### config.mk
export PLATFORM = sky130hd
export DESIGN_NAME = joybus_frame_receiver_flat
export DESIGN_NICKNAME = d
export VERILOG_FILES = /design/src/rtl/joybus_pkg.sv /design/src/rtl/joybus_frame_receiver_if.sv /design/src/rtl/joybus_sync_edge.sv /design/src/rtl/joybus_frame_receiver.sv /design/src/flat_wrapper.sv
export SDC_FILE = /design/constraint.sdc
export NUM_CORES = 1
export LEC_CHECK = 0
export CAP_MARGIN = 5
export CORE_MARGIN = 3
export CORE_UTILIZATION = 50
export CTS_CLUSTER_DIAMETER = 40
export DETAILED_ROUTE_END_ITERATION = 7
export GPL_TIMING_DRIVEN = 1
export PLACE_DENSITY = 0.75
export SYNTH_ARGS = -nofsm -noshare
export SYNTH_HDL_FRONTEND = slang
export SYNTH_HIERARCHICAL = 1
export SYNTH_SLANG_ARGS = --single-unit
### constraint.sdc
create_clock -name clock -period 2.4 [get_ports clock]
set_clock_uncertainty 0.1 [all_clocks]
set_input_delay 0.36 -clock clock [delete_from_list [all_inputs] [get_ports clock]]
set_output_delay 0.36 -clock clock [all_outputs]
set_load 0.02 [all_outputs]
### src/rtl/joybus_pkg.sv
// Shared joybus definitions: FSM states, default line timing and the
// derived cycle-count thresholds used by the receiver (and transmitter).
package joybus_pkg;

   localparam int DEF_CLKS_PER_US = 4;
   localparam int DEF_FRAME_BITS  = 32;
   localparam int DEF_TIMEOUT_US  = 8;

   typedef enum logic [2:0] {
      IDLE, WAIT_FIRST, LOW, HIGH, DONE, ERR
   } state_t;

   // Low time below 2 us decodes as a 1, at or above as a 0.
   function automatic int thresh(input int clks_per_us);
      return 2 * clks_per_us;
   endfunction

   // Longest legal low pulse.
   function automatic int low_max(input int clks_per_us);
      return 4 * clks_per_us;
   endfunction

   // Longest legal high gap between bits.
   function automatic int gap_max(input int clks_per_us, input int timeout_us);
      return timeout_us * clks_per_us;
   endfunction

endpackage

### src/rtl/joybus_frame_receiver_if.sv
// Line side and frame side signals of the joybus receiver.
interface joybus_frame_receiver_if
   import joybus_pkg::*;
#(
   parameter int FRAME_BITS = DEF_FRAME_BITS
);
   logic                  data;
   logic                  arm;
   logic [FRAME_BITS-1:0] frame_out;
   logic                  frame_valid;
   logic                  frame_error;
   logic                  busy;

   modport master (output data, arm,
                   input  frame_out, frame_valid, frame_error, busy);
   modport slave  (input  data, arm,
                   output frame_out, frame_valid, frame_error, busy);
endinterface

### src/rtl/joybus_sync_edge.sv
// Two-flop synchronizer for the asynchronous joybus line plus a one-cycle
// delayed copy for rise/fall detection. Resets to the idle-high level so no
// spurious edge is seen coming out of reset.
module joybus_sync_edge (
   input  logic clk,
   input  logic rst,
   input  logic i_data,
   output logic o_rise,
   output logic o_fall
);
   logic r_meta;
   logic r_ds;
   logic r_dp;

   // Synchronize the line and keep the previous synchronized sample.
   always_ff @(posedge clk or posedge rst) begin
      if (rst) begin
         r_meta <= 1'b1;
         r_ds   <= 1'b1;
         r_dp   <= 1'b1;
      end else begin
         r_meta <= i_data;
         r_ds   <= r_meta;
         r_dp   <= r_ds;
      end
   end

   assign o_fall = r_dp & ~r_ds;
   assign o_rise = ~r_dp & r_ds;
endmodule

### src/rtl/joybus_frame_receiver.sv
// Joybus frame receiver: measures low-pulse widths to decode bits, collects
// FRAME_BITS of them followed by a stop pulse, and flags malformed frames.
module joybus_frame_receiver
   import joybus_pkg::*;
#(
   parameter int CLKS_PER_US = DEF_CLKS_PER_US,
   parameter int FRAME_BITS  = DEF_FRAME_BITS,
   parameter int TIMEOUT_US  = DEF_TIMEOUT_US
) (
   input  logic              clock,
   input  logic              reset,
   joybus_frame_receiver_if.slave bus
);
   localparam int GAP = gap_max(CLKS_PER_US, TIMEOUT_US);
   localparam int CW  = $clog2(GAP + 1);
   localparam int NW  = $clog2(FRAME_BITS + 1);

   localparam logic [CW-1:0] C_THRESH = CW'(thresh(CLKS_PER_US));
   localparam logic [CW-1:0] C_LOWMAX = CW'(low_max(CLKS_PER_US));
   localparam logic [CW-1:0] C_GAPMAX = CW'(GAP);
   localparam logic [NW-1:0] C_NBITS  = NW'(FRAME_BITS);

   state_t                r_state, w_state_nxt;
   logic [CW-1:0]         r_cnt, w_cnt_nxt, w_cnt_inc;
   logic [NW-1:0]         r_nbits, w_nbits_nxt;
   logic [FRAME_BITS-1:0] r_shift, w_shift_nxt;
   logic [FRAME_BITS-1:0] r_frame, w_frame_nxt;
   logic                  w_rise, w_fall, w_bit;

   joybus_sync_edge u_sync (
      .clk    (clock),
      .rst    (reset),
      .i_data (bus.data),
      .o_rise (w_rise),
      .o_fall (w_fall)
   );

   // Saturating so an unexpected long level can never wrap to a small width.
   assign w_cnt_inc = (r_cnt == C_GAPMAX) ? r_cnt : r_cnt + 1'b1;
   assign w_bit     = (r_cnt < C_THRESH);

   // State and datapath registers; reset drops any partial frame.
   always_ff @(posedge clock or posedge reset) begin
      if (reset) begin
         r_state <= IDLE;
         r_cnt   <= '0;
         r_nbits <= '0;
         r_shift <= '0;
         r_frame <= '0;
      end else begin
         r_state <= w_state_nxt;
         r_cnt   <= w_cnt_nxt;
         r_nbits <= w_nbits_nxt;
         r_shift <= w_shift_nxt;
         r_frame <= w_frame_nxt;
      end
   end

   // Next-state decode. Edges take priority over the width limits so a
   // transition landing on the limit cycle is still accepted.
   always_comb begin
      w_state_nxt = r_state;
      w_cnt_nxt   = r_cnt;
      w_nbits_nxt = r_nbits;
      w_shift_nxt = r_shift;
      w_frame_nxt = r_frame;
      unique case (r_state)
         IDLE: begin
            if (bus.arm) begin
               w_state_nxt = WAIT_FIRST;
               w_nbits_nxt = '0;
            end
         end
         WAIT_FIRST: begin
            if (w_fall) begin
               w_state_nxt = LOW;
               w_cnt_nxt   = CW'(1);
            end
         end
         LOW: begin
            if (w_rise) begin
               if (r_nbits < C_NBITS) begin
                  w_shift_nxt = {r_shift[FRAME_BITS-2:0], w_bit};
                  w_nbits_nxt = r_nbits + 1'b1;
                  w_state_nxt = HIGH;
                  w_cnt_nxt   = CW'(1);
               end else begin
                  // Stop pulse: publish so frame_out is valid alongside the strobe.
                  w_frame_nxt = r_shift;
                  w_state_nxt = DONE;
               end
            end else if (r_cnt >= C_LOWMAX) begin
               w_state_nxt = ERR;
            end else begin
               w_cnt_nxt = w_cnt_inc;
            end
         end
         HIGH: begin
            if (w_fall) begin
               w_state_nxt = LOW;
               w_cnt_nxt   = CW'(1);
            end else if (r_cnt >= C_GAPMAX) begin
               w_state_nxt = ERR;
            end else begin
               w_cnt_nxt = w_cnt_inc;
            end
         end
         DONE:    w_state_nxt = IDLE;
         ERR:     w_state_nxt = IDLE;
         default: w_state_nxt = IDLE;
      endcase
   end

   assign bus.frame_out   = r_frame;
   assign bus.frame_valid = (r_state == DONE);
   assign bus.frame_error = (r_state == ERR);
   assign bus.busy        = (r_state != IDLE);
endmodule

### src/flat_wrapper.sv
// flat-port wrapper written by rule: the top's interface ports become plain ports
module joybus_frame_receiver_flat import joybus_pkg::*;
#(
   parameter int CLKS_PER_US = DEF_CLKS_PER_US,
   parameter int FRAME_BITS  = DEF_FRAME_BITS,
   parameter int TIMEOUT_US  = DEF_TIMEOUT_US
)
  (clock, reset, bus_data, bus_arm, bus_frame_out, bus_frame_valid, bus_frame_error, bus_busy);
  joybus_frame_receiver_if #(.FRAME_BITS(FRAME_BITS)) bus_i ();
  input  logic clock;
  input  logic reset;
  input wire logic [$bits(bus_i.data)-1:0] bus_data;
  input wire logic [$bits(bus_i.arm)-1:0] bus_arm;
  output wire logic [$bits(bus_i.frame_out)-1:0] bus_frame_out;
  output wire logic [$bits(bus_i.frame_valid)-1:0] bus_frame_valid;
  output wire logic [$bits(bus_i.frame_error)-1:0] bus_frame_error;
  output wire logic [$bits(bus_i.busy)-1:0] bus_busy;
  assign bus_i.data = bus_data;
  assign bus_i.arm = bus_arm;
  assign bus_frame_out = bus_i.frame_out;
  assign bus_frame_valid = bus_i.frame_valid;
  assign bus_frame_error = bus_i.frame_error;
  assign bus_busy = bus_i.busy;
  joybus_frame_receiver #(.CLKS_PER_US(CLKS_PER_US), .FRAME_BITS(FRAME_BITS), .TIMEOUT_US(TIMEOUT_US)) u_core (.clock(clock), .reset(reset), .bus(bus_i));
endmodule
==> results of run 1 <==
flip-flops by register name, indices dropped and copies added, names as in the netlist:
signal,flops
u_core/r_cnt,6
u_core/bus.frame_out,32
u_core/r_nbits,6
u_core/r_shift,32
u_core/r_state,3
u_core/u_sync/r_ds,1
u_core/u_sync/r_meta,1
u_core/u_sync/r_dp,1
critical path, delay by kind of cell (launching register included):
family | cells | cell delay, ns
buffers and inverters | 1 | 0.64
AND/OR/NAND/NOR | 1 | 0.24
flip-flops | 1 | 0.63
logic make-up (layout without fill, tap and decap cells):
group,Yosys count,after routing
compound gates,26,26
simple gates,54,54
fa+ha+maj,2,2
mux,64,64
flops,82,82
xor+xnor,1,1
buf+inv,17,65
layout by cell type, fill, tap and decap left out, drive strengths merged, types with 2 or more instances in the layout:
| cell type | count |
|---|---|
| clkinv | 2 |
| mux2 | 63 |
| dfstp | 3 |
| ha | 2 |
| nand3 | 11 |
| o21ai | 7 |
| and3b | 2 |
| nand2 | 11 |
| and3 | 3 |
| a2bb2oi | 2 |
| a21oi | 4 |
| a311oi | 3 |
| clkdlybuf4s50 | 38 |
| bufinv | 2 |
| nor3 | 2 |
| nand2b | 4 |
| o22ai | 2 |
| o31ai | 3 |
| inv | 7 |
| dfrtp | 79 |
| buf | 5 |
| nor2b | 4 |
| nor3b | 2 |
| clkbuf | 10 |
| nor2 | 5 |
layout make-up:
class	count	area share [%]
Clock buffer	10	3.22
Clock inverter	6	2.05
Inverter	6	0.614
Multi-Input combinational cell	147	32.9
Sequential cell	82	48.0
Tap cell	96	2.81
Timing Repair Buffer	43	10.3
cell usage after synthesis, types with 4 or more instances:
cell / count
mux2_2: 33
buf_6: 8
dfrtp_1: 79
inv_1: 6
a21oi_1: 4
nor2_1: 5
nand3_1: 10
nor2b_1: 4
nand2_1: 10
nand2b_1: 4
mux2_4: 30
o21ai_0: 6
metrics by stage:
stage	setup slack [ns]	utilization, %	hold WS, ns
3_5_place_dp	0.309	59.0	0.247
6_report	0.0965	62.3	0.260
3_3_place_gp	0.362	59.0	0.246
5_1_grt	0.0413	62.3	0.267
2_1_floorplan	0.420	-	0.193
4_1_cts	0.0627	62.2	0.260
power by group:
group	switching (mW)	internal (mW)	total (mW)	leakage [nW]
logic	0.325	0.280	0.605	0.860
clock network	0.504	0.619	1.12	0.117
registers	0.165	1.49	1.65	1.12
worst paths after layout:
kind	depth (start not counted)	slack, ns	end
min in group asynchronous	2	0.34	u_core/u_sync/r_meta$_DFF_PP1_
max in group asynchronous	3	1.28	u_core/r_shift[13]$_DFFE_PP0P_
worst min register to register	0	0.26	u_core/u_sync/r_ds$_DFF_PP1_
worst max register to register	4	0.28	u_core/r_state[0]$_DFFE_PP0P_
worst max-delay path	2	0.1	bus_frame_valid
worst min-delay path	0	0.26	u_core/u_sync/r_ds$_DFF_PP1_
routing by layer:
metal  part of all wire (%)  global-route usage, %  vias to the layer above
met3                    5.1                   5.00                        4
met2                     48                   23.7                       60
met5                      0                      0                        -
met1                     46                   21.5                     1037
met4                    1.1                   6.89                        0
li1                       -                      -                      970
repair_timing:
item | CTS | global route
gates resized for setup | 0 | 1
hold endpoints to repair | 0 | 0
endpoints found under the setup margin | 0 | 1
==> impl_results.md, run 1 <==
- Post-route ant nets: 0
- Cell variety after synth: 46
- H-tree depth: 3
- Layout fillers: 518
- Ports: 39
- Yosys reg bits: 82
- MaxCap Viol Count: 0
- Static leakage: 2.09 nW
- Setup Viol. Count Final: 0
- Area of the die: 8230 sq um
- Vias: 2071
- Seq/Total Area, Yosys: 57.2%
- RD Place Congestion: 0.794
- Multi-input logic area: 1410 sq um
- Final Instance Area: 4280 sq um
- R2R Path Start: u_core/u_sync/r_dp$_DFF_PP1_
- GRT Total Usage: 15.9%
- Vias in the first global route: 2083
- Layout area overhead: 19.2%
- Clock Latency Late Sink: 0.35 ns
- TritonCTS clock tree: done
- Worst hold start: u_core/u_sync/r_meta$_DFF_PP1_
- Die span in x: 90.7 um
- Synthesized area: 3590 sq um
- Clock-pin slew on the worst setup and hold paths: 0.08 ns
- I/O Buffers: 38
- Sequential Area: 2060 sq um
- Vias per cell: 5.31
- Period utilisation layout: 96.0%
- Post-synthesis compound-gate area fraction: 5.19%
- Final period demand of the worst path: 2.30 ns
- Mapped Cells: 246
- Synth area leader: dfrtp_1
- Global-route wire length before repair: 10300 um
- Drt first-iter violations: 115
- CTS Buf Count: 9
- Power Density: 790 nW/um^2
- Largest family of logic cells by synthesized area: multiplexers
- Worst min-delay path class: register to register
- Count of final hold-check violations: 0
- Worst-Margin Slew: 0.601 ns
- Worst endpoint data arrival time: 1.84 ns
- Synth area leaders: dfrtp_1, mux2_4, mux2_2
- Slowest CP cell: clkdlybuf4s50_1
- Placed Area: 4050 sq um
- Simple-gate share of the synthesized area: 9.83%
- CORE AREA: 6870 sq um
- Post-DP HPWL: 3900 um
- Syn avg cell area: 14.6 sq um
- Slew HR: 58.9%
- CTS sink cnt: 82
- Cell breakdown of the critical path: nor3b_1 > clkdlybuf4s50_1
- ANT cells: 0
- WS Path Type: register to primary output
- Post-synthesis async set-or-reset flop share: 100%
- DRC viols: 0
- Synth top area share: 55.1%
- Largest net degree at the start of global routing: 35
- Post-Synth XOR/XNOR Area: 0.244%
- 1st-pass router iterations: 4
- Total negative slack: 0 ns
- Post-synth EDFFs: 0
- CP Max Fanout: 11
- Crit end category: primary output
- Largest stage delay, worst path: 0.64 ns
- Starting Density: 52.3%
- Placed instance count: 374
- Status: complete, no violations
- Synthesis Warnings: 6
- CP startpoint: u_core/r_state[2]$_DFFE_PP0P_
- Die height: 90.7 um
- Max-slew violations: 0
- Syn nets: 252
- Post-CTS setup buffer count: 0
- Fin cells: 390
- Final WL: 6000 um
- Number of antenna violations at the first check in global routing: 0
- Top_reg_cell synth: dfrtp_1
- F_max: 434 MHz
- CP Data Required Time: 1.94 ns
- RSZ-0062 raised after global routing: false
- Setup crit start kind: register
- Grt ovf: 0
- Rows: 30
- Final net count: 295
- WL/cell: 15.4 um
- Post-Synth Adder-Cell Area: 0.697%
- Share of cells above drive strength 1: 32.7%
- Multiplexer share of the synthesized area: 23.2%
- Power, Total: 3.38 mW
- Max clock buf depth: 2
- Max VDD drop: 0.396 mV
- Clock root cell: clkbuf_8
- CTS Hold Buffers Added: 0
(Power assumes the default switching activity.)
==> run 2: changes to the inputs <==
Settings changed: CTS_CLUSTER_SIZE set to 30, SLEW_MARGIN set to 5.
==> results of run 2 <==
The final DEF is identical to that of run 1; final timing and power are the same.
==> run 3: changes to the inputs <==
Settings changed: CORE_MARGIN 3 to not set, REMOVE_ABC_BUFFERS set to 1.
==> impl_results.md, run 3 (synthesis gave the netlist of run 1 again) <==
- Status: complete, no violations
- Largest net degree at the start of global routing: 61 (+74%)
- Vias in the first global route: 2087 (+0.19%)
- Clock power frac: 28.2% (-5.0 points)
- Crit end category: primary output
- TritonCTS clock tree: done
- Period utilisation layout: 93.5% (-2.4 points)
- MaxCap Viol Count: 0 (unchanged)
- Post-DP HPWL: 3760 um (-3.5%)
- Vias per cell: 5.22 (-1.8%)
- GRT Total Usage: 17.6% (+1.7 points)
- CP startpoint: u_core/r_state[0]$_DFFE_PP0P_
- CP Data Required Time: 1.94 ns (about the same)
- Share of cells above drive strength 1: 32.8% (+0.11 points)
- Sequential Area: 2060 sq um (about the same)
- Drt first-iter violations: 91 (-21%)
- Total negative slack: 0 ns (unchanged)
- Power Density: 743 nW/um^2 (-6.0%)
- Count of final hold-check violations: 0 (unchanged)
- Vias: 2029 (-2.0%)
- Starting Density: 52.3% (unchanged)
- I/O Buffers: 38 (unchanged)
- Number of antenna violations at the first check in global routing: 0 (unchanged)
- Area of the die: 7520 sq um (-8.6%)
- Final WL: 5580 um (-7.1%)
- Final WS setup: 0.155 ns (+0.0588 ns)
- Layout area overhead: 17.6%
- Cell breakdown of the critical path: and3b_1 > clkdlybuf4s50_1
- DRC viols: 0 (unchanged)
- Final period demand of the worst path: 2.24 ns (-0.0588 ns)
- WL/cell: 14.3 um (-6.8%)
- Die height: 86.7 um (-4.4%)
- WS Path Type: register to primary output
- Worst-Margin Slew: 0.600 ns (-0.000945 ns)
- Slowest CP cell: dfrtp_1
- Final net count: 294 (-0.34%)
- ANT cells: 0 (unchanged)
- CP Max Fanout: 13 (+2)
- Die span in x: 86.7 um (-4.4%)
- Rows: 30 (unchanged)
- CTS sink cnt: 82 (unchanged)
- Setup crit start kind: register
- Grt ovf: 0 (unchanged)
- Slew HR: 59.0% (+0.065 points)
- RSZ-0062 raised after global routing: false
- # resized after CTS: 0 (unchanged)
- F_max: 445 MHz (+2.6%)
- Commonest cells after routing, fill and taps aside: dfrtp_1, clkdlybuf4s50_1, mux2_2
- Ports: 39 (unchanged)
- Static leakage: 2.06 nW (-1.4%)
- Clock Latency Late Sink: 0.35 ns (about the same)
- Largest stage delay, worst path: 0.61 ns (-0.03 ns)
- Worst endpoint data arrival time: 1.78 ns (-0.06 ns)
- Clock root cell: clkbuf_8
- Post-route ant nets: 0 (unchanged)
- Worst hold slack: 0.219 ns (-0.0404 ns)
- Clock-pin slew on the worst setup and hold paths: 0.08 ns (about the same)
- Max-slew violations: 0 (unchanged)
- Crit-path leading delay family: flip-flops
- RD Place Congestion: 0.724 (-8.8%)
- Max VDD drop: 0.517 mV (+30%)
- Global-route wire length before repair: 10100 um (-1.7%)
- Layout fillers: 552 (+6.6%)
- Max clock buf depth: 2 (unchanged)
- CTS Buf Count: 9 (unchanged)
- R2R Path Start: u_core/u_sync/r_dp$_DFF_PP1_
- H-tree depth: 3 (unchanged)
- Internal power: 2.15 mW (-9.8%)
- CORE AREA: 6870 sq um (unchanged)
- CTS Hold Buffers Added: 0 (unchanged)
- Multi-input logic area: 1410 sq um (unchanged)
- Reg power frac: 52.8% (+3.9 points)
- 1st-pass router iterations: 4 (unchanged)
- Net switching share of the total power: 31.3% (+1.9 points)
- Worst min-delay path class: primary input to asynchronous set/reset pin
- Worst path buffer plus inverter count: 1 (unchanged)
- Post-CTS setup buffer count: 0 (unchanged)
- Switch Pwr: 0.983 mW (-1.1%)
- Most common cell after layout, fill and taps aside: dfrtp_1
- Placement Setup Slack: 0.280 ns (-0.0286 ns)
- Setup Viol. Count Final: 0 (unchanged)
- Gate power share: 19.0% (+1.1 points)
- Power, Total: 3.14 mW (-7.3%)
run 3: cell count changes in the layout (fill, tap and decap cells not counted):
| cell | previous run | this run |
|---|---|---|
| clkinv_2 | 2 | 3 |
| clkbuf_8 | 10 | 9 |
| dfrtp_2 | 0 | 1 |
| dfrtp_1 | 79 | 78 |
| clkinv_4 | 0 | 2 |
| bufinv_16 | 2 | 0 |
| buf_4 | 3 | 2 |
run 3: per-layer routing:
| layer | up-vias | track usage (%) | routed length, um | part of all wire [%] |
|---|---|---|---|---|
| met3 | 10 | 4.29 | 138 | 2.5 |
| met4 | 0 | 5.91 | 70 | 1.3 |
| met5 | - | 0 | 0 | 0 |
| li1 | 969 | - | - | - |
| met1 | 1015 | 24.7 | 2720 | 49 |
| met2 | 35 | 26.9 | 2640 | 47 |
run 3: worst paths after layout:
check                                                 endpoint  slack, ns  cells past startpoint
worst max-delay path                           bus_frame_error       0.16                      2
worst min-delay path               u_core/r_cnt[0]$_DFFE_PP0P_       0.22                      2
worst max register to register   u_core/r_state[0]$_DFFE_PP0P_       0.25                      4
worst min register to register    u_core/u_sync/r_ds$_DFF_PP1_       0.26                      0
max in group asynchronous       u_core/r_shift[16]$_DFFE_PP0P_       1.36                      3
min in group clock                u_core/u_sync/r_ds$_DFF_PP1_       0.26                      0
run 3: area by class of cell:
| type | count | share of cell area, % |
|---|---|---|
| clock buffers | 9 | 2.93 |
| clock inverters | 7 | 1.24 |
| inverters | 6 | 0.563 |
| multi-input cells | 147 | 33.4 |
| flip-flops and latches | 82 | 48.7 |
| well taps | 96 | 2.84 |
| repair buffers | 42 | 10.3 |
run 3: power groups by stage:
stage / sequential [mW] / clock (mW) / combinational (mW)
after floorplan: 1.63 / 0 / 0.466
after global placement: 1.67 / 0 / 0.578
after detailed placement: 1.67 / 0 / 0.599
after CTS: 1.65 / 0.921 / 0.601
after global routing: 1.68 / 0.979 / 0.673
final: 1.66 / 0.883 / 0.597
run 3: stage by stage:
stage	util, %	instance area (sq um)	std cells
after CTS	61.4	4220	389
after global routing	61.5	4220	389
after detailed placement	58.8	4040	373
final	61.5	4220	389
after floorplan	-	3480	235
after global placement	58.8	4040	373
